### src/rtl/alu_nbit_seq.sv
// Registered W-bit ALU with valid/ready handshakes and an iterative shift-add multiply.
// Define ALU_FLAGS_EN to add the {V,C,N,Z} flags port and its flag registers.

module alu_nbit_seq #(
    parameter int W = 4
) (
    input  logic         clk,
    input  logic         rst,
    input  logic         in_valid,
    output logic         in_ready,
    input  logic [W-1:0] a,
    input  logic [W-1:0] b,
    input  logic         cin,
    input  logic [2:0]   op,
    output logic         out_valid,
    input  logic         out_ready,
    output logic [W-1:0] result
`ifdef ALU_FLAGS_EN
    ,
    output logic [3:0]   flags
`endif
);

    // state | meaning
    // IDLE  | no operation held; ready for a new one
    // BUSY  | multiply iterating, one multiplier bit per cycle
    // DONE  | result register valid, waiting for the consumer

    typedef enum logic [1:0] {
        ST_IDLE = 2'd0,
        ST_BUSY = 2'd1,
        ST_DONE = 2'd2
    } state_t;

    localparam logic [2:0] OP_NAND = 3'b000;
    localparam logic [2:0] OP_NOR  = 3'b001;
    localparam logic [2:0] OP_ADD  = 3'b010;
    localparam logic [2:0] OP_SUB  = 3'b011;
    localparam logic [2:0] OP_AND  = 3'b100;
    localparam logic [2:0] OP_OR   = 3'b101;
    localparam logic [2:0] OP_XOR  = 3'b110;
    localparam logic [2:0] OP_MUL  = 3'b111;

    // Without flags only the low W product bits matter, so the multiply path shrinks to W.
`ifdef ALU_FLAGS_EN
    localparam int PW = 2 * W;
`else
    localparam int PW = W;
`endif
    localparam int CW = $clog2(W) + 1;

    state_t          state_q, state_d;
    logic            valid_q, valid_d;
    logic [W-1:0]    result_q, result_d;
    logic [PW-1:0]   acc_q, acc_d;
    logic [PW-1:0]   mcand_q, mcand_d;
    logic [W-1:0]    mplier_q, mplier_d;
    logic [CW-1:0]   cnt_q, cnt_d;

    logic            accept;
    logic            mul_last;
    logic [PW-1:0]   mul_step;
    logic [PW-1:0]   acc_first;
    logic [W-1:0]    add_res;
    logic [W-1:0]    sub_res;
    logic [W-1:0]    alu_res;

    assign in_ready  = !rst && ((state_q == ST_IDLE) || ((state_q == ST_DONE) && out_ready));
    assign accept    = in_valid && in_ready;
    assign out_valid = valid_q;
    assign result    = result_q;

`ifdef ALU_FLAGS_EN
    localparam logic [W:0] ONE_EXT = {{W{1'b0}}, 1'b1};
    logic [W:0] add_ext;
    logic [W:0] sub_ext;

    assign add_ext = {1'b0, a} + {1'b0, b} + {{W{1'b0}}, cin};
    assign sub_ext = {1'b0, a} + {1'b0, ~b} + ONE_EXT;
    assign add_res = add_ext[W-1:0];
    assign sub_res = sub_ext[W-1:0];
`else
    assign add_res = a + b + {{(W-1){1'b0}}, cin};
    assign sub_res = a - b;
`endif

    always_comb begin
        alu_res = '0;
        case (op)
            OP_NAND: alu_res = ~(a & b);
            OP_NOR:  alu_res = ~(a | b);
            OP_ADD:  alu_res = add_res;
            OP_SUB:  alu_res = sub_res;
            OP_AND:  alu_res = a & b;
            OP_OR:   alu_res = a | b;
            OP_XOR:  alu_res = a ^ b;
            default: alu_res = '0;
        endcase
    end

    // The accept edge already consumes b[0]; BUSY then covers the remaining W-1 bits.
    assign acc_first = b[0] ? PW'(a) : '0;
    assign mul_step  = acc_q + (mplier_q[0] ? mcand_q : '0);
    assign mul_last  = (state_q == ST_BUSY) && (cnt_q == CW'(1));

    always_comb begin
        state_d  = state_q;
        valid_d  = valid_q;
        result_d = result_q;
        acc_d    = acc_q;
        mcand_d  = mcand_q;
        mplier_d = mplier_q;
        cnt_d    = cnt_q;

        if (accept) begin
            if (op == OP_MUL) begin
                state_d  = ST_BUSY;
                valid_d  = 1'b0;
                acc_d    = acc_first;
                mcand_d  = PW'(a) << 1;
                mplier_d = b >> 1;
                cnt_d    = CW'(W - 1);
            end else begin
                state_d  = ST_DONE;
                valid_d  = 1'b1;
                result_d = alu_res;
            end
        end else begin
            case (state_q)
                ST_BUSY: begin
                    acc_d    = mul_step;
                    mcand_d  = mcand_q << 1;
                    mplier_d = mplier_q >> 1;
                    cnt_d    = cnt_q - CW'(1);
                    if (mul_last) begin
                        state_d  = ST_DONE;
                        valid_d  = 1'b1;
                        result_d = mul_step[W-1:0];
                    end
                end
                ST_DONE: begin
                    if (out_ready) begin
                        state_d = ST_IDLE;
                        valid_d = 1'b0;
                    end
                end
                default: ;
            endcase
        end
    end

    always_ff @(posedge clk) begin
        if (rst) begin
            state_q  <= ST_IDLE;
            valid_q  <= 1'b0;
            result_q <= '0;
            acc_q    <= '0;
            mcand_q  <= '0;
            mplier_q <= '0;
            cnt_q    <= '0;
        end else begin
            state_q  <= state_d;
            valid_q  <= valid_d;
            result_q <= result_d;
            acc_q    <= acc_d;
            mcand_q  <= mcand_d;
            mplier_q <= mplier_d;
            cnt_q    <= cnt_d;
        end
    end

`ifdef ALU_FLAGS_EN
    logic [3:0] flags_q, flags_d;
    logic       alu_c;
    logic       alu_v;

    always_comb begin
        alu_c = 1'b0;
        alu_v = 1'b0;
        case (op)
            OP_ADD: begin
                alu_c = add_ext[W];
                alu_v = (a[W-1] == b[W-1]) && (add_ext[W-1] != a[W-1]);
            end
            OP_SUB: begin
                alu_c = sub_ext[W];
                alu_v = (a[W-1] != b[W-1]) && (sub_ext[W-1] != a[W-1]);
            end
            default: ;
        endcase
    end

    // Flags follow the result register: loaded only when result_q is loaded.
    always_comb begin
        flags_d = flags_q;
        if (accept && (op != OP_MUL)) begin
            flags_d = {alu_v, alu_c, alu_res[W-1], (alu_res == '0)};
        end else if (!accept && mul_last) begin
            flags_d = {1'b0, |mul_step[PW-1:W], mul_step[W-1], (mul_step[W-1:0] == '0)};
        end
    end

    always_ff @(posedge clk) begin
        if (rst) begin
            flags_q <= '0;
        end else begin
            flags_q <= flags_d;
        end
    end

    assign flags = flags_q;
`endif

endmodule

### config.mk
export PLATFORM = sky130hd
export DESIGN_NAME = alu_nbit_seq
export DESIGN_NICKNAME = d
export VERILOG_FILES = /design/src/rtl/alu_nbit_seq.sv
export SDC_FILE = /design/constraint.sdc
export NUM_CORES = 1
export LEC_CHECK = 0
export BUFFER_PORTS_ARGS = -buffer_cell sky130_fd_sc_hd__buf_4
export CAP_MARGIN = 20
export CORE_UTILIZATION = 45
export CTS_BUF_LIST = sky130_fd_sc_hd__clkbuf_8
export DETAILED_ROUTE_END_ITERATION = 10
export PLACE_DENSITY = 0.65
export SLEW_MARGIN = 20
export SYNTH_ARGS = -nofsm -noshare
export SYNTH_HDL_FRONTEND = slang
export SYNTH_SLANG_ARGS = --single-unit
### constraint.sdc
create_clock -name clk -period 5.6 [get_ports clk]
set_input_delay 0.56 -clock clk [delete_from_list [all_inputs] [get_ports clk]]
set_output_delay 0.56 -clock clk [all_outputs]
set_load 0.01 [all_outputs]
# [After elaboration in Yosys (flattened, before gate mapping)]
# Cells that the tools add are included.
[classes] addsub=5 eq_ne=14 muxes=29 bitwise=5 n_reduce_logical=14
[op_table] op="4-bit 2-to-1 mux" count=15
[op_table] op="4-bit one-hot mux with 7 select lines" count=1
[op_table] op="3-bit == test, second input constant" count=4
[op_table] op="3-bit 2-to-1 mux" count=3
[op_table] op="4-bit adder" count=2
[op_table] op="2-bit 2-to-1 mux" count=4
[op_table] op="4-bit inverter" count=2
[op_table] op="3-bit by 1-bit == test with 1-bit output, second input constant" count=2
[op_table] op="3-bit by 2-bit == test with 1-bit output, second input constant" count=2
[op_table] op="3-bit inequality test, second input constant" count=2
[op_table] op="3-bit AND reduction" count=2
[op_table] op="4-bit by 1-bit adder with 4-bit output" count=1
[op_table] op="4-bit AND" count=1
[op_table] op="1-bit logical AND" count=4
[op_table] op="1-bit 2-to-1 mux" count=4
[op_table] op="4-bit bitwise OR" count=1
[op_table] op="2-bit one-hot mux with 2 select lines" count=1
[op_table] op="2-bit nonzero test" count=2
[op_table] op="4-bit subtractor" count=1
[op_table] op="4-bit XOR" count=1
[op_table] op="3-bit zero test" count=1
[op_table] op="3-bit nonzero test" count=1
[op_table] op="3-bit by 1-bit subtractor with 3-bit output, second input constant" count=1
[op_table] op="2-bit by 1-bit == test with 1-bit output, second input constant" count=1
[op_table] op="other kinds (8)" count=8
[totals] ff_bits=22 in_bits=16 word_cells=74

# [Logic depth before layout (Yosys ltp)]
[depth] depth_word=7 ltp_mapped=9 depth_no_buf=9

# [Worst setup path before layout]
# Ideal clock, no wire load.
[synth_path] path_type="input-to-reg" from="input a[0]" to="register result_q[1] (netlist: result[1])" setup_time_ns=0.072 arrival_ns=1.938 required_ns=5.528 slack_ns=3.590 path_stages=7 path_buffers=0 path_cell_list="fa_1 > fa_1 > nor2b_1 > nor3_1 > a21oi_1 > o21ai_0 > o2bb2ai_1"
[synth_between] elab_chain_cells=5
[synth_lines] element="from (decl)" line="11" source="input logic [W-1:0] a,"
[synth_lines] element="4-bit adder" line="83" source="assign add_res = a + b + {{(W-1){1'b0}}, cin};"
[synth_lines] element="4-bit by 1-bit adder with 4-bit output" line="83"
[synth_lines] element="4-bit one-hot mux with 7 select lines *" line="89" source="case (op)"
[synth_lines] element="4-bit 2-to-1 mux *" line="116" source="if (op == OP_MUL) begin"
[synth_lines] element="4-bit 2-to-1 mux *" line="115" source="if (accept) begin"
[synth_lines] element="to (signal assigned)" line="164" source="result_q <= result_d;"
[synth_lines] element="to (decl)" line="54" source="logic [W-1:0] result_q, result_d;"
# Every way passes the cells marked *; elsewhere a longest branch is shown, timed or not. The select of a mux whose other input is x is not followed.
# A chain may end at the register's enable or synchronous reset.

# [Worst setup path in the final report]
[layout_path] from="register mcand_q[1]" to="register acc_q[3]"
[layout_between] elab_chain_cells=4
[layout_lines] element="from (decl)" line="56" source="logic [PW-1:0] mcand_q, mcand_d;"
[layout_lines] element="from (signal assigned)" line="166" source="mcand_q <= mcand_d;"
[layout_lines] element="4-bit 2-to-1 mux" line="103" source="assign mul_step = acc_q + (mplier_q[0] ? mcand_q : '0);"
[layout_lines] element="4-bit adder" line="103"
[layout_lines] element="4-bit 2-to-1 mux" line="129" source="case (state_q)"
[layout_lines] element="4-bit 2-to-1 mux" line="115"
[layout_lines] element="to (signal assigned)" line="157" source="acc_q <= '0;"
[layout_lines] element="to (signal assigned)" line="165" source="acc_q <= acc_d;"
[layout_lines] element="to (decl)" line="55" source="logic [PW-1:0] acc_q, acc_d;"
# Every way passes these cells. The select of a mux whose other input is x is not followed.

==> out/qor.yml <==
placement:
  place_hpwl_um: 2543
  dp_slack_ps: 3388
  globalplace.congestion: 0.8700
  place_area_mm2: 0.001718
  dp_cells: 235
  port_buffers: 21
pwr:
  p_per_area_mw_per_mm2: 186.6
  p_leak_nw: 0.7013
  ir_drop_v: 0.00007261
  intPower_mw: 0.2317
  sw_frac_of_total_pct: 29.60
  netSwitchingPower_mw: 0.09744
  p_total_mw: 0.3292
  comb_power_share_pct: 26.2
  pwr-share-seq_pct: 44.4
  power.share.clock_pct: 29.3
yosys:
  ys_warn_count: 0
  synth_adder_area_share_pct: 16.45
  synth_mux_area_share_pct: 6.694
  synth_compound_area_share_pct: 21.21
  syn_area_mm2: 0.001551
  synth_top_flop_cell: "dfxtp_1"
  syn_inst: 178
  avgSynthCellArea_um2: 8.716
  synth_seq_area_share_pct: 24.52
  synth_nets: 212
  ys_types: 47
  synth_xor_area_share_pct: 2.258
  synthSimpleGateAreaFrac_pct: 20.56
  async_flop_share_pct: 0
  synth-seq-cells: 19
  synth-edff-count: 0
  synth_top_family_by_area: "compound AO/OA/AOI/OAI gates"
clock_network:
  cts_resized: 0
  h-tree-depth: 1
  clk_latency_ps: 260
  cts_max_path_buffers: 2
  clkTransAtPathRegs_ps: 80
  ctsHoldBuffers: 0
  cts_setup_buffers: 0
  cts_tree: "built"
  cts_buffers: 3
  cts_sinks: 19
  cts-root-buf: "clkbuf_8"
floorplanning:
  die_w_um: 60.72
  fp.coreArea_mm2: 0.003153
  rows: 20
  die_area_mm2: 0.003686
  die_h_um: 60.72
  initial_core_util_pct: 49.21
  io_pins: 22
grt:
  antenna_found_initial: 0
  gr-total-overflow: 0
  grt_pass1_wl_um: 5616
  grt_max_degree: 23
  grt.total_usage_pct: 20.55
  grt_pass1_vias: 1188
routing:
  post_drt_via_cell_ratio: 5.393
  wl_met1_um: 1639
  drt-wirelength-per-cell_um: 13.62
  vias: 1289
  top_layer: "met4"
  first_pass_iters: 4
  wl_met3_um: 114
  detail-route-antenna-nets: 0
  wl_um: 3255
  drt_iter0_markers: 64
  wl_met2_um: 1470
  route.detailed.drc: 0
job:
  max_cap_viol_count: 0
finish:
  instances_no_fill: 239
  final_nets: 230
  antenna_cells: 0
  layout-drive-gt1-share_pct: 21.03
  final_util_pct: 55.95
  mostFrequentLayoutCells: "buf_4 (22), inv_1 (20), dfxtp_1 (19), nor2_1 (15), ha_1 (14)"
  stdcell_area_mm2: 0.001764
  layout_commonest_cell: "buf_4"
  area_delta_synth_final_pct: 13.71
setup_path:
  worstSetupStartpoint: "mcand_q[1]"
  crit_path_start_kind: "flop"
  r2r-end: "acc_q[3]"
  ff2ff_path_depth: 9
  cpMaxStageDelayCell: "dfxtp_1"
  regToRegStartpoint: "mcand_q[1]"
  arrival_ps: 2210
  crit_fanout: 3
  crit_required_ps: 5730
  cp_slowest_stage_delay_ps: 370
  worst_setup_path_end_kind: "flop"
  r2r_slack_ps: 3520
  crit_chain: "and2_1 > ha_1 > inv_1 > fa_1 > xor2_1 > xnor2_1 > nor2_1 > a311oi_1 > nor3_1"
  critical_path_class: "reg2reg"
sta:
  hold_viol_final: 0
  finalCriticalPeriod_ps: 2085
  slew_headroom_pct: 69.45
  fmax_mhz: 479.7
  setup-violations-final: 0
  hold_slack_ps: 465.3
  fin_setup_tns_ps: 0
  slew_violations: 0
  setup_slack_ps: 3515
  finClkSkew_ps: 12.77
  fin_crit_sh_pct: 37.22
  rsz0062_at_grt: "no"
  tightest_slew_ps: 457.4
hold_path:
  worst_hold_path.endpoint: "acc_q[0]"
  hold_class: "reg2reg"
  hold_path.startpoint: "acc_q[0]"
  hold_path_depth: 2
status:
  outcome: "finished clean"
-- critical path, delay by kind of cell (launching register included) --
family / cells / cell delay, ps
xor+xnor: 2 / 430
flops: 1 / 370
compound gates: 1 / 270
fa+ha+maj: 2 / 510
buf+inv: 1 / 50
simple gates: 3 / 310
-- area by class of cell --
cell class / instances / area, um2
fillers: 325 / 1389
clock buffers: 3 / 41.29
well taps: 44 / 55.05
repair buffers: 22 / 165.2
clock inverters: 1 / 5.005
multi-input cells: 130 / 1042
flip-flops and latches: 19 / 380.4
inverters: 20 / 75.07
-- worst max path at each step --
stage	to	depth (start not counted)	slack, ps
CTS	acc_q[3]	9	3490
finish	acc_q[3]	9	3520
floorplan	result[1]	7	3590
global placement	result[1]	8	3410
global route	acc_q[3]	9	3290
detailed placement	result[1]	8	3390
-- metal layers --
metal	track usage (%)	vias to the layer above
met5	0	-
met4	3.571	0
met3	5.330	4
met2	32.81	20
met1	28.40	605
li1	-	660
-- kinds of logic after synthesis --
logic type                 after synthesis
AOI/OAI and AO/OA                       47
xor gates and xnor gates                 4
buffers and inverters                   29
muxes                                    9
and+or+nand+nor                         52
DFF                                     19
adders and majority gates               18
-- synth_stat cells, types with 5 or more instances --
master | n | area [um2]
a21oi_1 | 13 | 65.06
dfxtp_1 | 19 | 380.4
ha_1 | 14 | 175.2
inv_1 | 20 | 75.07
mux2i_1 | 7 | 70.07
nand2_1 | 6 | 22.52
nor2_1 | 15 | 56.30
nor2b_1 | 5 | 31.28
nor3_1 | 5 | 25.02
o21ai_0 | 10 | 50.05
-- registers in the layout, summed over array words and instances, names as in the netlist --
signal / flops
acc_q: 4
cnt_q: 3
mcand_q: 3
mplier_q: 3
result: 4
state_q: 2
-- power by group through the flow --
stage | logic [mW] | clock network (mW) | registers [mW]
global route | 0.0979 | 0.107 | 0.147
detailed placement | 0.0864 | 0 | 0.150
CTS | 0.0869 | 0.100 | 0.146
finish | 0.0864 | 0.0966 | 0.146
global placement | 0.0844 | 0 | 0.149
floorplan | 0.0570 | 0 | 0.150
Note: power is estimated with default switching activity, not from simulation.
